<file path="src/rtl/dr_cache_initiator_pkg.sv">
// Shared definitions for the dual-rail cache initiator: FSM state codes, spacer
// constants and the dual-rail encode/decode helpers.
package dr_pkg;

  typedef logic [2:0] state_t;

  localparam state_t ST_IDLE  = 3'd0;
  localparam state_t ST_W_REQ = 3'd1;
  localparam state_t ST_W_RTZ = 3'd2;
  localparam state_t ST_R_REQ = 3'd3;
  localparam state_t ST_R_CAP = 3'd4;
  localparam state_t ST_R_ACK = 3'd5;

  localparam logic [3:0]  DR_NULL_ADDR = 4'b0000;
  localparam logic [15:0] DR_NULL_DATA = 16'h0000;
  localparam logic [1:0]  DR_NULL_CMD  = 2'b00;

  typedef struct packed {
    logic [7:0] data;
    logic       valid;
  } dr_dec_t;

  // Bit b becomes the pair {true, false} = {b, ~b}.
  function automatic logic [15:0] dr_encode(input logic [7:0] value);
    logic [15:0] rails;
    rails = '0;
    for (int i = 0; i < 8; i++) begin
      rails[2*i+1] = value[i];
      rails[2*i]   = ~value[i];
    end
    return rails;
  endfunction

  // A pair is a legal codeword only when exactly one rail is high; bad pairs
  // decode to 0 and clear the overall valid flag.
  function automatic dr_dec_t dr_decode(input logic [15:0] rails);
    dr_dec_t res;
    res.data  = '0;
    res.valid = 1'b1;
    for (int i = 0; i < 8; i++) begin
      if (rails[2*i+1] ^ rails[2*i]) begin
        res.data[i] = rails[2*i+1];
      end else begin
        res.valid = 1'b0;
      end
    end
    return res;
  endfunction

endpackage

</file>
<file path="src/rtl/dr_cache_initiator_if.sv">
// Synchronous request/response bus between the requesting logic (master)
// and the dual-rail cache initiator (slave).
interface dr_cache_initiator_if;
  import dr_pkg::*;

  logic       req_valid;
  logic       req_ready;
  logic       req_write;
  logic [1:0] req_addr;
  logic [7:0] req_wdata;
  logic       rsp_valid;
  logic [7:0] rsp_rdata;
  logic       rsp_err;

  modport master (
    output req_valid, req_write, req_addr, req_wdata,
    input  req_ready, rsp_valid, rsp_rdata, rsp_err
  );

  modport slave (
    input  req_valid, req_write, req_addr, req_wdata,
    output req_ready, rsp_valid, rsp_rdata, rsp_err
  );
endinterface

</file>
<file path="src/rtl/dr_cache_initiator_sync_ff.sv">
// Plain flop-chain synchroniser for a single asynchronous level signal.
module sync_ff #(
  parameter int STAGES = 2
) (
  input  logic clk,
  input  logic rst_n,
  input  logic d,
  output logic q
);

  logic [STAGES-1:0] chain;

  always_ff @(posedge clk or negedge rst_n) begin
    if (!rst_n) begin
      chain <= '0;
    end else begin
      chain <= {chain[STAGES-2:0], d};
    end
  end

  assign q = chain[STAGES-1];

endmodule

</file>
<file path="src/rtl/dr_cache_initiator.sv">
// Clocked requesting end of the dual-rail four-phase RTZ cache port: encodes
// single-word requests onto the rails and decodes/validates returned read data.
module dr_cache_initiator
  import dr_pkg::*;
#(
  parameter int SYNC_STAGES = 2,
  parameter int TIMEOUT     = 255,
  parameter int CNT_W       = 8
) (
  input  logic                 clk,
  input  logic                 rst_n,
  dr_cache_initiator_if.slave  req_if,
  output logic [3:0]           addr,
  output logic [15:0]          data_in,
  output logic [1:0]           read_Nwrite,
  output logic                 ack_in_read,
  input  logic [15:0]          data_out,
  input  logic                 ack_read,
  input  logic                 ack_write
);

  localparam logic             TO_EN  = (TIMEOUT != 0);
  localparam logic [CNT_W-1:0] TO_LIM = CNT_W'(TIMEOUT);

  state_t           state;
  logic [CNT_W-1:0] cnt;
  logic             err_flag;
  logic             ack_r_s;
  logic             ack_w_s;
  logic             timeout_hit;
  logic [15:0]      enc_addr_full;
  logic [15:0]      enc_wdata;
  dr_dec_t          dec;

  sync_ff #(.STAGES(SYNC_STAGES)) u_sync_r (
    .clk   (clk),
    .rst_n (rst_n),
    .d     (ack_read),
    .q     (ack_r_s)
  );

  sync_ff #(.STAGES(SYNC_STAGES)) u_sync_w (
    .clk   (clk),
    .rst_n (rst_n),
    .d     (ack_write),
    .q     (ack_w_s)
  );

  assign enc_addr_full    = dr_encode({6'b000000, req_if.req_addr});
  assign enc_wdata        = dr_encode(req_if.req_wdata);
  assign dec              = dr_decode(data_out);
  assign timeout_hit      = TO_EN && (cnt == TO_LIM);
  assign req_if.req_ready = (state == ST_IDLE);

  // Every rail and handshake output is a flop so the async side never sees glitches.
  always_ff @(posedge clk or negedge rst_n) begin
    if (!rst_n) begin
      state            <= ST_IDLE;
      cnt              <= '0;
      err_flag         <= 1'b0;
      addr             <= DR_NULL_ADDR;
      data_in          <= DR_NULL_DATA;
      read_Nwrite      <= DR_NULL_CMD;
      ack_in_read      <= 1'b0;
      req_if.rsp_valid <= 1'b0;
      req_if.rsp_err   <= 1'b0;
      req_if.rsp_rdata <= '0;
    end else begin
      req_if.rsp_valid <= 1'b0;
      case (state)
        ST_IDLE: begin
          if (req_if.req_valid) begin
            cnt      <= '0;
            err_flag <= 1'b0;
            addr     <= enc_addr_full[3:0];
            if (req_if.req_write) begin
              data_in     <= enc_wdata;
              read_Nwrite <= 2'b01;
              state       <= ST_W_REQ;
            end else begin
              data_in     <= DR_NULL_DATA;
              read_Nwrite <= 2'b10;
              state       <= ST_R_REQ;
            end
          end
        end

        ST_W_REQ: begin
          if (ack_w_s || timeout_hit) begin
            err_flag    <= !ack_w_s;
            addr        <= DR_NULL_ADDR;
            data_in     <= DR_NULL_DATA;
            read_Nwrite <= DR_NULL_CMD;
            state       <= ST_W_RTZ;
          end else begin
            cnt <= cnt + 1'b1;
          end
        end

        ST_W_RTZ: begin
          if (!ack_w_s) begin
            req_if.rsp_valid <= 1'b1;
            req_if.rsp_err   <= err_flag;
            state            <= ST_IDLE;
          end
        end

        // A timed-out read skips the capture and releases with zero data.
        ST_R_REQ: begin
          if (ack_r_s) begin
            state <= ST_R_CAP;
          end else if (timeout_hit) begin
            err_flag         <= 1'b1;
            req_if.rsp_rdata <= '0;
            addr             <= DR_NULL_ADDR;
            read_Nwrite      <= DR_NULL_CMD;
            ack_in_read      <= 1'b1;
            state            <= ST_R_ACK;
          end else begin
            cnt <= cnt + 1'b1;
          end
        end

        ST_R_CAP: begin
          req_if.rsp_rdata <= dec.data;
          err_flag         <= err_flag | ~dec.valid;
          addr             <= DR_NULL_ADDR;
          read_Nwrite      <= DR_NULL_CMD;
          ack_in_read      <= 1'b1;
          state            <= ST_R_ACK;
        end

        ST_R_ACK: begin
          if (!ack_r_s) begin
            ack_in_read      <= 1'b0;
            req_if.rsp_valid <= 1'b1;
            req_if.rsp_err   <= err_flag;
            state            <= ST_IDLE;
          end
        end

        default: begin
          state <= ST_IDLE;
        end
      endcase
    end
  end

endmodule

</file>
<file path="src/flat_wrapper.sv">
// flat-port wrapper written by rule: the top's interface ports become plain ports
module dr_cache_initiator_flat import dr_pkg::*;
#(
  parameter int SYNC_STAGES = 2,
  parameter int TIMEOUT     = 255,
  parameter int CNT_W       = 8
)
  (clk, rst_n, addr, data_in, read_Nwrite, ack_in_read, data_out, ack_read, ack_write, req_if_req_valid, req_if_req_write, req_if_req_addr, req_if_req_wdata, req_if_req_ready, req_if_rsp_valid, req_if_rsp_rdata, req_if_rsp_err);
  dr_cache_initiator_if req_if_i ();
  input  logic clk;
  input  logic rst_n;
  output logic [3:0] addr;
  output logic [15:0] data_in;
  output logic [1:0] read_Nwrite;
  output logic ack_in_read;
  input  logic [15:0] data_out;
  input  logic ack_read;
  input  logic ack_write;
  input wire logic [$bits(req_if_i.req_valid)-1:0] req_if_req_valid;
  input wire logic [$bits(req_if_i.req_write)-1:0] req_if_req_write;
  input wire logic [$bits(req_if_i.req_addr)-1:0] req_if_req_addr;
  input wire logic [$bits(req_if_i.req_wdata)-1:0] req_if_req_wdata;
  output wire logic [$bits(req_if_i.req_ready)-1:0] req_if_req_ready;
  output wire logic [$bits(req_if_i.rsp_valid)-1:0] req_if_rsp_valid;
  output wire logic [$bits(req_if_i.rsp_rdata)-1:0] req_if_rsp_rdata;
  output wire logic [$bits(req_if_i.rsp_err)-1:0] req_if_rsp_err;
  assign req_if_i.req_valid = req_if_req_valid;
  assign req_if_i.req_write = req_if_req_write;
  assign req_if_i.req_addr = req_if_req_addr;
  assign req_if_i.req_wdata = req_if_req_wdata;
  assign req_if_req_ready = req_if_i.req_ready;
  assign req_if_rsp_valid = req_if_i.rsp_valid;
  assign req_if_rsp_rdata = req_if_i.rsp_rdata;
  assign req_if_rsp_err = req_if_i.rsp_err;
  dr_cache_initiator #(.SYNC_STAGES(SYNC_STAGES), .TIMEOUT(TIMEOUT), .CNT_W(CNT_W)) u_core (.clk(clk), .rst_n(rst_n), .req_if(req_if_i), .addr(addr), .data_in(data_in), .read_Nwrite(read_Nwrite), .ack_in_read(ack_in_read), .data_out(data_out), .ack_read(ack_read), .ack_write(ack_write));
endmodule
</file>
<file path="config.mk">
export PLATFORM = sky130hd
export DESIGN_NAME = dr_cache_initiator_flat
export DESIGN_NICKNAME = d
export VERILOG_FILES = /design/src/rtl/dr_cache_initiator_pkg.sv /design/src/rtl/dr_cache_initiator_if.sv /design/src/rtl/dr_cache_initiator_sync_ff.sv /design/src/rtl/dr_cache_initiator.sv /design/src/flat_wrapper.sv
export SDC_FILE = /design/constraint.sdc
export NUM_CORES = 1
export LEC_CHECK = 0
export CAP_MARGIN = 0
export CORE_ASPECT_RATIO = 0.6
export CORE_MARGIN = 1.5
export CORE_UTILIZATION = 35
export CTS_BUF_LIST = sky130_fd_sc_hd__clkbuf_16
export CTS_CLUSTER_DIAMETER = 150
export DETAILED_ROUTE_END_ITERATION = 10
export DONT_BUFFER_PORTS = 1
export PLACE_DENSITY = 0.49
export SLEW_MARGIN = 20
export SYNTH_ARGS = -nofsm -noshare
export SYNTH_HDL_FRONTEND = slang
export SYNTH_HIERARCHICAL = 1
export SYNTH_SLANG_ARGS = --single-unit
export TNS_END_PERCENT = 100
</file>
<file path="constraint.sdc">
create_clock -name clk -period 3.8 [get_ports clk]
set_clock_uncertainty 0.1 [all_clocks]
set_input_delay 0.95 -clock clk [delete_from_list [all_inputs] [get_ports clk]]
set_output_delay 0.95 -clock clk [all_outputs]
set_load 0.05 [all_outputs]
</file>
Word level (Yosys, flattened, before mapping)

Cells that the tools add are included.

Equality and inequality tests: 15
Multiplexer cells: 60
Reductions and logical operators: 16
Bitwise operators: 20
Add/sub/neg operators: 1

Operator list:

| kind                  | number |
|---|---|
| $mux W16              | 3 |
| $mux W8               | 6 |
| $pmux W16 S2          | 1 |
| $mux W1               | 25 |
| $pmux W8 S3           | 1 |
| $mux W3               | 6 |
| $pmux W3 S6           | 1 |
| $mux W4               | 4 |
| $pmux W4 S4           | 1 |
| $pmux W8 S2           | 1 |
| $reduce_and A5 Y1     | 3 |
| $mux W2               | 6 |
| $ne A2 B2 Y1 const B  | 6 |
| $not A1 Y1            | 11 |
| $reduce_and A3 Y1     | 3 |
| $add A8 B1 Y8 const B | 1 |
| $eq A8 B8 Y1 const B  | 1 |
| $pmux W2 S4           | 1 |
| $xor A1 B1 Y1         | 8 |
| $eq A3 B2 Y1 const B  | 2 |
| $eq A3 B3 Y1 const B  | 2 |
| $reduce_bool A2 Y1    | 3 |
| $reduce_bool A3 Y1    | 2 |
| $ne A2 B1 Y1 const B  | 2 |
| 11 further kinds      | 12 |

Bits of input ports: 32
Register bits after elaboration: 49
Word-level logic and storage cells: 124
Output and inout bits: 34

Logic depth before layout (Yosys ltp)

Gate-level depths: netlist of the first run.

Depth after elaboration: 12
Mapped depth: 7

Cells and area by module

Netlist of the first run, hierarchy kept.

By module, submodules not included:

| module             | sequential area each (µm²) | cells each | times used | area each (µm²) |
|---|---|---|---|---|
| dr_cache_initiator | 1126.1                     | 189        | 1          | 2148.3 |
| sync_ff            | 50.0                       | 2          | 2          | 50.0 |

Worst setup path after synthesis of the first run

Ideal clock, no wire load.

Path kind: register -> output
From: register u_core.state[2]
To: output req_if_req_ready
Buffers on the path: 1
Path slack: 1.139 ns
Arrival: 1.611 ns
Data required time: 2.750 ns
Cell stages (with the launch flop): 3
Path through: dfrtp_1 buf_2 nor3_1

Cells in the longest elaborated chain, start to end: 1

RTL lines:

| what                     | line                     | RTL |
|---|---|---|
| start: declaration       | dr_cache_initiator.sv:25 | `state_t state;` |
| start signal: assignment | dr_cache_initiator.sv:58 | `state <= ST_IDLE;` |
| start signal: assignment | dr_cache_initiator.sv:79 | `state <= ST_W_REQ;` |
| start signal: assignment | dr_cache_initiator.sv:83 | `state <= ST_R_REQ;` |
| $logic_not A3 Y1         | dr_cache_initiator.sv:53 | `assign req_if.req_ready = (state == ST_IDLE);` |
| end: declaration         | flat_wrapper.sv:23       | `output wire logic [$bits(req_if_i.req_ready)-1:0] req_if_req_ready;` |

No other way between the ends.

Worst setup path after layout of the first run

Ends and elaborated chain as after synthesis.

==> impl_metrics.toml, run 1 <==
[run_status]
status = "completed"

[yosys]
synthFlopType = "dfrtp_1"
async_reset_ff_share_pct = 100
synth-seq-cells = 49
ys_warn_count = 6
synthDistinctLibCells = 41
seq_area_frac_synth_pct = 54.5
avgSynthCellArea_um2 = 11.6
syn_nets = 234
synthCells = 193
netlist_area_um2 = 2250
synth-edff-count = 0

[drt]
drtAntennaViolNets = 0
drt_first_pass_iters = 4
wirelength_um = 5000
first_iter_violations = 102
num_vias = 1541
drc = 0
viasPerCell = 5.56
routedWlPerCell_um = 18.1

[floorplan]
die_h_um = 65.1
io_pins = 66
initial_core_util_pct = 36.5
rows = 22
die_x_um = 106
core-area_um2 = 6170
dieArea_um2 = 6930

[grt]
grt_pass1_vias = 1521
grt_pass1_wl_um = 8210
grt.overflow.total = 0
grt_max_degree = 50
antenna_found_initial = 0
grt_usage_pct = 15.5

[cells_and_area]
multi_input_area_um2 = 918
utilization_pct = 40.1
seq_area_um2 = 1230
fin_cells = 277
layout.nets = 233
n_antenna_cell = 0
final_area_um2 = 2470
area_growth_pct = 9.96
fill_cells = 609
drive_gt1_share_pct = 12.4

[placed_design]
pre_cts_slack_ps = 1480
numPortBuffers = 0
placed_area_um2 = 2320
place_congestion = 0.820
hpwl_um = 3600
place_inst = 269

[clocking]
root_buffer = "clkbuf_16"
cts.sinks = 49
clk-insertion-delay-late_ps = 280
hold_buffers = 0
post-cts-setup-buffers = 0
h-tree-depth = 2
cts_buffer_depth = 2
cts_made_buffers = 5
clk_pin_slew_ps = 70
cts_tree = "done"
cts_resized = 0

[sta]
final_max_slew_viol_count = 0
fin_crit_sh_pct = 67.8
hold_viol = 0
clock.fmax_mhz = 388
finalSetupViolations = 0
rsz0062_at_grt = "no"
slew_headroom_pct = 44.1
setup_slack_ps = 1220
tns_ps = 0
tightestPinTransition_ps = 834
finalCriticalPeriod_ps = 2580

[critical_path]
worstPathRequired_ps = 2750
arrival_ps = 1530
start_kind = "register"
critPathMaxFanout = 11
path_cells = "nor3_2"
slowest_stage = "nor3_2"
critPathKind = "reg2out"
cpLargestDelayFamily = "simple AND/OR/NAND/NOR gates"
cp-end-kind = "output port"
path_buf_inv = 0
max_stage_delay_ps = 740

[power_and_ir_drop]
power.density_nw_per_um2 = 1010
p_leak_uw = 0.00113
ir_drop_mv = 0.356

[worst_hold_path]
hp-class = "in2async"

[job]
maxCapViolations = 0
==> final cells by class <==
cell class | instances | area share (%)
inverters | 15 | 2.28
multi-input cells | 119 | 37.1
clock buffers | 5 | 5.06
flip-flops and latches | 49 | 49.6
well taps | 84 | 4.25
repair buffers | 2 | 0.607
clock inverters | 3 | 1.06
==> metrics by stage <==
stage	hold slack (ps)	total power (uW)
5_1_grt	234	2620
6_report	251	2490
4_1_cts	244	2500
2_1_floorplan	231	1900
3_5_place_dp	238	2050
3_3_place_gp	234	2030
==> cells by family after synthesis <==
logic type	Yosys count	share of synthesized area [%]
muxes	8	3.90
buffers and inverters	25	4.84
and+or+nand+nor	39	10.1
AOI/OAI and AO/OA	63	21.6
DFF	49	54.5
adders and majority gates	9	5.01
==> Yosys cell counts (3+ instances only) <==
| cell | instances | area [um2] |
|---|---|---|
| a21oi_1 | 8 | 40.0 |
| a22o_1 | 16 | 140 |
| a31oi_1 | 10 | 62.6 |
| buf_2 | 6 | 30.0 |
| clkbuf_1 | 3 | 11.3 |
| dfrtp_1 | 49 | 1230 |
| ha_1 | 9 | 113 |
| inv_1 | 15 | 56.3 |
| mux2_2 | 6 | 67.6 |
| nand2_1 | 5 | 18.8 |
| nand2b_1 | 4 | 25.0 |
| nor2_1 | 9 | 33.8 |
| nor3_1 | 5 | 25.0 |
| o21a_1 | 3 | 22.5 |
| o21ai_0 | 5 | 25.0 |
| o2bb2ai_1 | 8 | 70.1 |
==> path summary, 6_finish.rpt <==
check / start / end / slack (ps) / cells past startpoint
max: u_core/state[2] / req_if_req_ready / 1220 / 1
min reg2reg: u_core/u_sync_w/chain[0] / u_core/u_sync_w/chain[1] / 250 / 0
max in group asynchronous: rst_n / u_core/cnt[6] / 3260 / 0
max reg2reg: u_core/cnt[1] / u_core/addr[3] / 1450 / 5
min: rst_n / u_core/req_if.rsp_rdata[2] / 250 / 0
min in group clk: u_core/u_sync_w/chain[0] / u_core/u_sync_w/chain[1] / 250 / 0
==> routing by layer <==
layer | GRT usage, % | share of wire, % | vias up
met1 | 22.5 | 49 | 761
met3 | 5.13 | 7.6 | 5
met2 | 21.9 | 43 | 56
li1 | - | - | 719
met4 | 4.67 | 0.84 | 0
met5 | 0 | 0 | -
==> placed cells by master (no fill, tap or decap), types with 2 or more instances in the layout <==
cell and count:
a22o_1 16, o2bb2ai_1 8, dfrtp_1 49, nor3_1 4
ha_1 9, clkbuf_16 5, mux2_2 6, o21a_1 3
and3_1 2, a31oi_1 10, mux2i_1 2, nor2_1 9
o211ai_1 2, buf_4 2, o22ai_1 2, clkinvlp_4 2
nor3b_1 2, o21ai_0 5, a21oi_1 8, nand2b_1 4
inv_1 15, nand2_1 5, nand3_1 2, and2_1 2
==> power by group <==
group | switching (uW) | internal (uW)
Sequential | 745 | 705
Clock | 197 | 248
Combinational | 323 | 266
Total | 1270 | 1220
==> sequential cells by signal, indices dropped and copies added (netlist names) <==
| signal | cells |
|---|---|
| u_core/req_if.rsp_err | 1 |
| u_core/req_if.rsp_valid | 1 |
| u_core/state | 3 |
| u_core/read_Nwrite | 2 |
| u_core/ack_in_read | 1 |
| u_core/u_sync_r/chain | 2 |
| u_core/addr | 4 |
| u_core/u_sync_w/chain | 2 |
| u_core/cnt | 8 |
| u_core/data_in | 16 |
| u_core/req_if.rsp_rdata | 8 |
| u_core/err_flag | 1 |
Note: power is estimated with default switching activity, not from simulation.
==> run 2: changes to the inputs <==
Settings changed: PLACE_DENSITY 0.49 to 0.51.
Clock period 3.8 ns to 2.3 ns, I/O delays scaled along.
==> run 2 against run 1 <==
Effect of this change:
- combinational power grew 78%
- worst hold slack worse by 220 ps
- via count rose by 0.58%
- utilization grew 1.5 points
- flip-flop and latch count is the same
- global-route usage about the same
- non-clock buffer count rose by 8
- design area grew 3.7%
- sequential share of layout area down 1.8 points
- power increased by 72%
- register-to-register slack worse by 1300 ps
==> impl_metrics.toml, run 2 (synthesis results as in run 1) <==
[run_status]
status = "completed"

[clocking]
cts_resized = 0
clk-insertion-delay-late_ps = 290
cts_tree = "done"
clk_pin_slew_ps = 60
h-tree-depth = 2
root_buffer = "clkbuf_16"
cts_made_buffers = 5
cts_buffer_depth = 2
cts.sinks = 49

[drt]
drtAntennaViolNets = 0
wirelength_um = 4990
drc = 0
drt_first_pass_iters = 4
routedWlPerCell_um = 17.6
viasPerCell = 5.46
first_iter_violations = 123
num_vias = 1550

[sta]
setup_slack_ps = 174
clock.fmax_mhz = 470
rsz0062_at_grt = "no"
fin_crit_sh_pct = 92.4
tightestPinTransition_ps = 519
slew_headroom_pct = 65.4
hold_ws_ps = 27.2
tns_ps = 0
final_max_slew_viol_count = 0
finalCriticalPeriod_ps = 2130
finalSetupViolations = 0
hold_viol = 0

[cells_and_area]
largest-register = "u_core/data_in"
area_growth_pct = 14.1
utilization_pct = 41.6
largestRegisters = "u_core/data_in (16), u_core/cnt (8), u_core/req_if.rsp_rdata (8)"
largest_reg_flops = 16
layout_commonest_cell = "dfrtp_1"
layout.nets = 241
n_antenna_cell = 0
final_cell_mix = "dfrtp_1 (49), a22o_1 (16), inv_1 (15), a31oi_1 (10)"
drive_gt1_share_pct = 15.5

[power_and_ir_drop]
p_comb_share_pct = 24.6
seqPwrFrac_pct = 56.0
p_sw_uw = 2090
p_leak_uw = 0.00119
power.density_nw_per_um2 = 1670
p_clk_share_pct = 19.4
intPower_uw = 2180
ir_drop_mv = 0.621
switching_share_pct = 49.0

[floorplan]
initial_core_util_pct = 36.5
core-area_um2 = 6170
die_x_um = 106
io_pins = 66
rows = 22
die_h_um = 65.1
dieArea_um2 = 6930

[critical_path]
cp-end-kind = "register"
r2r-start = "u_core/cnt[1]"
worstRegToRegCells = 5
worstReg2RegEnd = "u_core/addr[2]"
start_kind = "register"
r2r_slack_ps = 170
critPathMaxFanout = 7
arrival_ps = 2200
critPathKind = "reg2reg"
worstPathRequired_ps = 2370

[grt]
busiest_layer = "met1"
grt.overflow.total = 0
grt_pass1_vias = 1523
gr-usage-met1_pct = 23.7
grt_pass1_wl_um = 8100
grt_util_met2_pct = 20.5
grt_usage_pct = 15.6
grt_max_degree = 50
grtUsageMet3_pct = 4.53
antenna_found_initial = 0

[placed_design]
numPortBuffers = 0
pre_cts_slack_ps = 174
hpwl_um = 3570
place_congestion = 0.774

[worst_hold_path]
hp-class = "in2async"

[job]
maxCapViolations = 0
## run 2: cell types whose count changed in the layout (fill, tap and decap cells not counted)
cell / delta
buf_16: +1
buf_4: +7
bufinv_16: +1
clkinvlp_4: -2
inv_6: +1
inv_8: -1
## run 2: stage by stage
stage	cells	power [uW]	instance area [um2]
after detailed placement	276	3440	2370
after global placement	276	3410	2370
after global routing	284	4500	2560
final	284	4270	2560
after floorplan	193	3140	2250
after CTS	284	4300	2560
## run 2: power groups by stage
stage | sequential (uW) | combinational [uW] | clock (uW)
final | 2390 | 1050 | 828
after global routing | 2440 | 1170 | 883
after CTS | 2400 | 1060 | 844
after detailed placement | 2400 | 1040 | 0
after global placement | 2410 | 1000 | 0
after floorplan | 2270 | 868 | 0
## run 2: layout make-up
cell class | count | area (um2)
sequential | 49 | 1230
timing repair buffer | 10 | 95.1
tap | 84 | 105
clock buffer | 5 | 125
fill | 601 | 3600
inverter | 15 | 56.3
clock inverter | 2 | 38.8
multi-input combinational | 119 | 918
## run 2: per-layer routing
layer,wire [um],share of wire [%]
met4,44,0.88
met2,2050,41
met1,2590,52
met5,0,0
met3,317,6.3
## run 2: worst max path at each step
stage | slack [ps] | cells past startpoint | to | start
CTS | 170 | 5 | u_core/addr[2] | u_core/cnt[0]
global route | 40 | 5 | u_core/addr[0] | u_core/cnt[0]
global placement | 260 | 5 | u_core/read_Nwrite[1] | u_core/cnt[0]
floorplan | 10 | 2 | req_if_req_ready | u_core/state[2]
finish | 170 | 5 | u_core/addr[2] | u_core/cnt[1]
detailed placement | 170 | 5 | u_core/addr[2] | u_core/cnt[0]
## run 2: timing repair
action	CTS	global route
hold buffers	1	0
setup endpoints to repair	0	0
buffers inserted	0	0
endpoints found under the hold margin	49	0
## run 2: worst max-delay path, cell delays in order (launching register included)
cell	delay, ps
dfrtp_1	370
ha_1	220
nand3_2	150
or2_0	310
a221oi_4	470
mux2_2	390
==> run 3: changes to the inputs <==
Settings changed: CTS_BUF_LIST sky130_fd_sc_hd__clkbuf_16 to unset.
==> run 3 against run 2 <==
Effect of this change:
- global-route usage down 0.13 points
- worst hold slack worse by 16 ps
- die area unchanged
- critical path depth unchanged
- sequential share of layout area up 1.1 points
- combinational power about the same
- register-to-register slack about the same
- fmax up 0.28%
- highest routed layer unchanged
==> impl_metrics.toml, run 3 (synthesis results as in run 1) <==
[floorplan]
initial_core_util_pct = 36.5
die_h_um = 65.1
dieArea_um2 = 6930
rows = 22
core-area_um2 = 6170
die_x_um = 106
io_pins = 66

[clocking]
h-tree-depth = 2
cts_resized = 0
cts_buffer_depth = 2
cts_tree = "done"
post-cts-setup-buffers = 0
clk-insertion-delay-late_ps = 310
cts_made_buffers = 5
clk_pin_slew_ps = 90
root_buffer = "clkbuf_8"
cts.sinks = 49

[placed_design]
place_congestion = 0.774
place_inst = 276
hpwl_um = 3570
numPortBuffers = 0

[cells_and_area]
fill_cells = 612
largest_reg_flops = 16
largest-register = "u_core/data_in"
area_growth_pct = 11.6
multi_input_area_um2 = 918
drive_gt1_share_pct = 15.5
n_antenna_cell = 0
layout.nets = 241
fin_cells = 284
seq_area_um2 = 1230
final_cell_mix = "dfrtp_1 (49), a22o_1 (16), inv_1 (15), a31oi_1 (10)"
largestRegisters = "u_core/data_in (16), u_core/cnt (8), u_core/req_if.rsp_rdata (8)"
layout_commonest_cell = "dfrtp_1"

[critical_path]
critPathMaxFanout = 7
max_stage_delay_ps = 470
path_cells = "ha_1, nand3_2, or2_0, a221oi_4, mux2_2"
slowest_stage = "a221oi_4"
critPathKind = "reg2reg"
start_kind = "register"
arrival_ps = 2220
worstRegToRegCells = 5
worstPathRequired_ps = 2400
cp-end-kind = "register"

[drt]
drtAntennaViolNets = 0
drt_first_pass_iters = 4
viasPerCell = 5.40
routedWlPerCell_um = 17.4
drc = 0
num_vias = 1534
wirelength_um = 4960
first_iter_violations = 142

[sta]
fin_crit_sh_pct = 92.2
final_max_slew_viol_count = 0
hold_ws_ps = 11.0
tightestPinTransition_ps = 518
tns_ps = 0
finalSetupViolations = 0
clock.fmax_mhz = 472
rsz0062_at_grt = "no"
hold_viol = 0
slew_headroom_pct = 65.5
finalCriticalPeriod_ps = 2120

[run_status]
status = "completed"

[grt]
grt_usage_pct = 15.4
grt_pass1_wl_um = 8040
grt_pass1_vias = 1526
antenna_found_initial = 0
grt.overflow.total = 0
grt_max_degree = 50

[power_and_ir_drop]
p_leak_uw = 0.00116
power.density_nw_per_um2 = 1620
ir_drop_mv = 0.624

[job]
maxCapViolations = 0

[worst_hold_path]
hp-class = "in2async"
## run 3: cell counts in the layout (fill, tap and decap cells not counted)
Identical to the previous run, type by type.
## run 3: layout make-up
cell class	instances	area share (%)
multi-input cells	119	36.6
repair buffers	10	3.79
inverters	15	2.24
clock buffers	5	2.74
flip-flops and latches	49	48.9
clock inverters	2	1.55
well taps	84	4.19
## run 3: routing by layer
metal	share of wire [%]	GRT usage, %
met4	1.4	5.50
met1	52	23.5
met5	0	0
met2	41	20.2
met3	6.2	4.53
## run 3: final timing paths
check	start	end	slack [ps]
max in group asynchronous	rst_n	u_core/u_sync_w/chain[0]	1880
setup reg to reg	u_core/cnt[1]	u_core/addr[2]	180
min in group clk	ack_read	u_core/u_sync_r/chain[0]	180
hold / removal	rst_n	u_core/data_in[6]	10
setup / recovery	u_core/cnt[1]	u_core/addr[2]	180
hold reg to reg	u_core/u_sync_w/chain[0]	u_core/u_sync_w/chain[1]	250
## run 3: power breakdown
group	switching, uW	total, uW	leakage [uW]	internal (uW)
Clock	295	618	0.0000546	322
Combinational	548	1050	0.000473	502
Sequential	1230	2390	0.000636	1160
## run 3: critical path, delay by kind of cell, from the launching register on
| kind | cells | cell delay (ps) |
|---|---|---|
| fa+ha+maj | 1 | 220 |
| flops | 1 | 380 |
| simple gates | 2 | 460 |
| compound gates | 1 | 470 |
| mux | 1 | 390 |
## run 3: per-stage QoR
stage	setup WS (ps)	util [%]	power [uW]	instance area, um2
after floorplan	14.1	-	3140	2250
after global placement	258	38.5	3410	2370
after detailed placement	174	38.5	3440	2370
after CTS	171	40.7	4090	2510
after global routing	38.4	40.7	4280	2510
final	180	40.7	4060	2510
## run 3: what timing repair did
item / 4_1_cts / 5_1_grt
endpoints found under the hold margin: 49 / 0
hold buffers: 1 / 0
endpoints found under the setup margin: 0 / 0
